===== config.mk =====
export PLATFORM = sky130hd
export DESIGN_NAME = shared_reg_arbiter_flat
export DESIGN_NICKNAME = d
export VERILOG_FILES = /design/src/rtl/shared_reg_arbiter_if.sv /design/src/rtl/shared_reg_arbiter.sv /design/src/flat_wrapper.sv
export SDC_FILE = /design/constraint.sdc
export NUM_CORES = 1
export LEC_CHECK = 0
export CAP_MARGIN = 15
export CELL_PAD_IN_SITES_DETAIL_PLACEMENT = 0
export CELL_PAD_IN_SITES_GLOBAL_PLACEMENT = 1
export CORE_MARGIN = 3
export CORE_UTILIZATION = 28
export DETAILED_ROUTE_END_ITERATION = 10
export PLACE_DENSITY_LB_ADDON = 0.1
export SYNTH_ARGS = -nofsm -noshare
export SYNTH_HDL_FRONTEND = slang
export SYNTH_SLANG_ARGS = --single-unit

===== constraint.sdc =====
create_clock -name clk -period 2.53 [get_ports clk]
set_clock_uncertainty 0.2 [all_clocks]
set_input_delay 0.3795 -clock clk [delete_from_list [all_inputs] [get_ports clk]]
set_output_delay 0.3795 -clock clk [all_outputs]
set_load 0.03 [all_outputs]

===== src/rtl/shared_reg_arbiter_if.sv =====
// Requester-side bus of the shared accumulator arbiter: request lines in, grant/status out.
interface shared_reg_arbiter_if #(
  parameter int unsigned N_REQ  = 4,
  parameter int unsigned DATA_W = 4,
  parameter int unsigned ID_W   = $clog2(N_REQ)
);
  logic [N_REQ-1:0]        req;
  logic [N_REQ-1:0]        req_op;
  logic [N_REQ*DATA_W-1:0] req_data;
  logic                    clear_ovf;
  logic [N_REQ-1:0]        gnt;
  logic [ID_W-1:0]         gnt_id;
  logic [DATA_W-1:0]       shared_q;
  logic                    ovf;
  logic                    busy;
  logic                    done;

  modport master (
    output req, req_op, req_data, clear_ovf,
    input  gnt, gnt_id, shared_q, ovf, busy, done
  );

  modport slave (
    input  req, req_op, req_data, clear_ovf,
    output gnt, gnt_id, shared_q, ovf, busy, done
  );
endinterface


===== src/rtl/shared_reg_arbiter.sv =====
// Round-robin arbiter giving N requesters single-writer access to one saturating
// accumulator; each transaction runs IDLE -> GRANT -> DONE.
module shared_reg_arbiter #(
  parameter int unsigned N_REQ  = 4,
  parameter int unsigned DATA_W = 4,
  parameter int unsigned ID_W   = $clog2(N_REQ)
) (
  input logic                clk,
  input logic                rst,
  shared_reg_arbiter_if.slave bus
);

  typedef enum logic [1:0] {
    IDLE  = 2'b00,
    GRANT = 2'b01,
    DONE  = 2'b10
  } state_e;

  state_e            state_q;
  logic [N_REQ-1:0]  gnt_q;
  logic [ID_W-1:0]   gnt_id_q;
  logic [ID_W-1:0]   last_q;
  logic [DATA_W-1:0] shared_q;
  logic              ovf_q;
  logic              busy_q;
  logic              done_q;

  logic              win_found;
  logic [ID_W-1:0]   win_id;
  logic [N_REQ-1:0]  win_oh;
  int unsigned       cand;
  logic [DATA_W-1:0] op_data;
  logic [DATA_W:0]   sum;

  // Search starts one past the previous winner so priority rotates.
  always_comb begin
    win_found = 1'b0;
    win_id    = '0;
    cand      = 0;
    for (int unsigned k = 1; k <= N_REQ; k++) begin
      cand = (32'(last_q) + k) % N_REQ;
      if (!win_found && bus.req[ID_W'(cand)]) begin
        win_found = 1'b1;
        win_id    = ID_W'(cand);
      end
    end
    win_oh  = N_REQ'(1) << win_id;
    op_data = bus.req_data[gnt_id_q*DATA_W +: DATA_W];
    sum     = {1'b0, shared_q} + {1'b0, op_data};
  end

  always_ff @(posedge clk) begin
    if (rst) begin
      state_q  <= IDLE;
      gnt_q    <= '0;
      gnt_id_q <= '0;
      last_q   <= ID_W'(N_REQ - 1);
      shared_q <= '0;
      ovf_q    <= 1'b0;
      busy_q   <= 1'b0;
      done_q   <= 1'b0;
    end else begin
      done_q <= 1'b0;
      // Saturation below is assigned later, so it overrides a same-edge clear.
      if (bus.clear_ovf) ovf_q <= 1'b0;
      case (state_q)
        IDLE: begin
          if (win_found) begin
            gnt_id_q <= win_id;
            last_q   <= win_id;
            gnt_q    <= win_oh;
            busy_q   <= 1'b1;
            state_q  <= GRANT;
          end
        end
        GRANT: begin
          gnt_q <= '0;
          if (bus.req[gnt_id_q]) begin
            if (bus.req_op[gnt_id_q]) begin
              if (sum[DATA_W]) begin
                shared_q <= '1;
                ovf_q    <= 1'b1;
              end else begin
                shared_q <= sum[DATA_W-1:0];
              end
            end else begin
              shared_q <= op_data;
            end
            done_q  <= 1'b1;
            state_q <= DONE;
          end else begin
            busy_q  <= 1'b0;
            state_q <= IDLE;
          end
        end
        DONE: begin
          busy_q  <= 1'b0;
          state_q <= IDLE;
        end
        default: begin
          gnt_q   <= '0;
          busy_q  <= 1'b0;
          state_q <= IDLE;
        end
      endcase
    end
  end

  assign bus.gnt      = gnt_q;
  assign bus.gnt_id   = gnt_id_q;
  assign bus.shared_q = shared_q;
  assign bus.ovf      = ovf_q;
  assign bus.busy     = busy_q;
  assign bus.done     = done_q;

endmodule


===== src/flat_wrapper.sv =====
// flat-port wrapper written by rule: the top's interface ports become plain ports
module shared_reg_arbiter_flat 
#(
  parameter int unsigned N_REQ  = 4,
  parameter int unsigned DATA_W = 4,
  parameter int unsigned ID_W   = $clog2(N_REQ)
)
  (clk, rst, bus_req, bus_req_op, bus_req_data, bus_clear_ovf, bus_gnt, bus_gnt_id, bus_shared_q, bus_ovf, bus_busy, bus_done);
  shared_reg_arbiter_if #(.N_REQ(N_REQ), .DATA_W(DATA_W), .ID_W(ID_W)) bus_i ();
  input logic clk;
  input logic rst;
  input wire logic [$bits(bus_i.req)-1:0] bus_req;
  input wire logic [$bits(bus_i.req_op)-1:0] bus_req_op;
  input wire logic [$bits(bus_i.req_data)-1:0] bus_req_data;
  input wire logic [$bits(bus_i.clear_ovf)-1:0] bus_clear_ovf;
  output wire logic [$bits(bus_i.gnt)-1:0] bus_gnt;
  output wire logic [$bits(bus_i.gnt_id)-1:0] bus_gnt_id;
  output wire logic [$bits(bus_i.shared_q)-1:0] bus_shared_q;
  output wire logic [$bits(bus_i.ovf)-1:0] bus_ovf;
  output wire logic [$bits(bus_i.busy)-1:0] bus_busy;
  output wire logic [$bits(bus_i.done)-1:0] bus_done;
  assign bus_i.req = bus_req;
  assign bus_i.req_op = bus_req_op;
  assign bus_i.req_data = bus_req_data;
  assign bus_i.clear_ovf = bus_clear_ovf;
  assign bus_gnt = bus_i.gnt;
  assign bus_gnt_id = bus_i.gnt_id;
  assign bus_shared_q = bus_i.shared_q;
  assign bus_ovf = bus_i.ovf;
  assign bus_busy = bus_i.busy;
  assign bus_done = bus_i.done;
  shared_reg_arbiter #(.N_REQ(N_REQ), .DATA_W(DATA_W), .ID_W(ID_W)) u_core (.clk(clk), .rst(rst), .bus(bus_i));
endmodule

==> metrics.txt <==
GR peak layer met2; GPL Wtd Cong about 0.84; setup bufs post-CTS 0; synthesized area slightly above 0.001 mm²; Worst Setup Start Kind input pin; DR vias between 900 and 1000; post-synthesis adder-cell area fraction a little under 7%; DR pass1 iterations 5; clk slew on worst S/H paths approximately 0.11 ns; core area about 0.0034 mm²; grt met1 use 17.1%; f_max 0.410 GHz; critical path peak fanout 2; Final Non-Filler Cells between 200 and 250; Ys Warns 0; leakage about 0.0006 µW; switching power ~290 µW; RSZ-0062 raised after global routing no; Die X approximately 66 µm; largest family of logic cells by synthesized area simple AND/OR/NAND/NOR gates; status completed; vias in the first global route 925; clock root buffer clkbuf_4; Vias/cell just under 5; initial antenna violation count 0; I/O pins 40; Setup crit end kind flip-flop; Global Route met2 Usage 18.7%; Synth Register Bits 17; Synth Area in Compound Gates about 17%; CTS tree built; All-Layer GR Usage 12.4%; mux contribution to synthesized area between 10% and 20%; top post-synthesis cells by count nor2_1, dfxtp_1, a21oi_1, inv_1, nand2b_1; # setup viols final 0; die height about 66 µm; syn_area_per_cell slightly above 9 µm²; post-synthesis cell type count 31; H-tree Lvls 1; Seq/Total Area, Yosys around 33%; DRT iter0 DRCs slightly above 60; max-cap viol count 0; combinational power share 42.9%; ant diodes 0; Synth-to-Final Area Change 53.6%; area share of the largest cell type after synthesis between 30 and 40%; GRT overflow 0; Max Buffers Root-to-Sink 2; Synth Net Count 141; maximum VDD drop 225 µV; fin. max-slew vios 0; CTS Hold Bufs 0; Slew HR a little over two thirds; Initial Util about 30%; NumNets Final 190; post-cts sizing count 0; Internal 539 µW; GR Layer Usage met3 under 10%; total power 831 µW; Sequential Power Share around two fifths; crit path kind in -> reg; actual slew at the worst max-slew pin between 0.4 and 0.5 ns; EDFF count, synth 0; DRT antenna net count 0; DP HPWL a little over 2000 µm; Avg WL per Cell about 13 µm; share of layout cells above drive strength 1 around 16%; Worst EP arrival around 2.5 ns; final WL approximately 2500 µm; Post-Place Cells 199; Final Hold Viols 0; top post-synthesis cells by area dfxtp_1, mux4_1, nor2_1; first-pass GRT wire length 4230 µm; Mapped Cells around 110; Port Buffers 39; DIE AREA between 0.004 and 0.005 mm²; post-synthesis xor/xnor area fraction 1.72%; most frequent cell after synthesis nor2_1; Hold/Removal Path Class reg -> reg; post-layout util a little under half; largest net degree at the start of global routing 12; CTS Buf Count 3; Clock Power Share between 15 and 20%; Crit path required time around 2.6 ns; commonest register cell after synthesis dfxtp_1; leading area contributor after synthesis dfxtp_1; Post-synth ARST share 0%; min Tclk post-route ~2.4 ns; Switching Fraction between 30% and 40%; crit share post-route around 96%; DRC viols 0; Skew-Pair Late Insertion Delay 0.29 ns; clk sink count 17; power per standard cell area between 500 and 600 mW/mm²; Rows 21; Post-Synth Simple-Gate Area 19.9%
kinds of logic (layout without fill, tap and decap cells):
family | count (synthesis) | count (layout)
and+or+nand+nor | 42 | 42
AOI/OAI and AO/OA | 25 | 25
DFF | 17 | 17
buffers and inverters | 11 | 59
muxes | 7 | 7
adders and majority gates | 5 | 5
xor gates and xnor gates | 2 | 2
layout by cell type, fill, tap and decap left out, types with 2 or more instances in the layout:
cell	count
inv_1	7
a21oi_1	9
clkbuf_4	3
nor2_1	23
nor4_1	2
a311oi_1	2
a21o_1	2
nor3_1	3
nand2_1	4
ha_1	3
buf_4	9
a32o_1	2
a21oi_2	2
o21ai_0	2
nand2b_1	4
xor2_1	2
dfxtp_1	16
nand3b_1	2
clkdlybuf4s50_1	39
mux4_2	4
mux4_1	2
critical path, stage by stage:
cell and delay, ns:
clkdlybuf4s50_1 0.39, mux4_1 0.56, ha_1 0.35, buf_4 0.15, xor2_1 0.15, a311o_1 0.36
a21oi_2 0.12
cell type report:
cell class / count / area (µm²)
Fill cell: 345 / 1850
Clock buffer: 3 / 22.5
Clock inverter: 1 / 5.00
Timing Repair Buffer: 48 / 458
Sequential cell: 17 / 344
Multi-Input combinational cell: 81 / 653
Tap cell: 46 / 57.6
Inverter: 7 / 26.3
registers in the layout (all words and copies together) (netlist names):
| signal | count |
|---|---|
| u_core.bus.done | 1 |
| u_core.bus.ovf | 1 |
| u_core.bus.shared_q | 4 |
| u_core.bus.gnt_id | 2 |
| u_core.bus.gnt | 4 |
| u_core.state_q | 2 |
| u_core.bus.busy | 1 |
| u_core.last_q | 2 |
power groups by stage:
| stage | clock network [µW] | logic (µW) | registers (µW) |
|---|---|---|---|
| floorplan | 0 | 175 | 361 |
| global placement | 0 | 333 | 334 |
| detailed placement | 0 | 335 | 335 |
| CTS | 152 | 337 | 329 |
| global route | 162 | 391 | 335 |
| finish | 146 | 357 | 329 |
layer usage:
layer / vias up / routed length [µm]
li1: 493 / -
met1: 451 / 1210
met2: 37 / 1140
met3: 4 / 163
met4: 0 / 23
met5: - / 0
through the flow:
stage          hold slack [ns]  cell area [µm²]  setup TNS [ns]  setup WS (ns)
2_1_floorplan            0.256             1020               0        0.00355
3_3_place_gp             0.269             1510          -0.932         -0.206
3_5_place_dp             0.279             1510           -1.25         -0.288
4_1_cts                  0.305             1530               0         0.0202
5_1_grt                  0.324             1570               0         0.0139
6_report                 0.298             1570               0         0.0918
final timing paths:
kind / start / to / slack, ns / cells after the start
worst min-delay path: u_core.bus.ovf$_SDFF_PP0_ / u_core.bus.ovf$_SDFF_PP0_ / 0.30 / 2
worst min register to register: u_core.bus.ovf$_SDFF_PP0_ / u_core.bus.ovf$_SDFF_PP0_ / 0.30 / 2
worst max register to register: u_core.bus.gnt_id[0]$_SDFFE_PP0P_ / u_core.bus.shared_q[3]$_SDFFE_PP0P_ / 0.11 / 6
worst max-delay path: bus_req_data[7] / u_core.bus.shared_q[3]$_SDFFE_PP0P_ / 0.09 / 7
(Power assumes the default switching activity.)
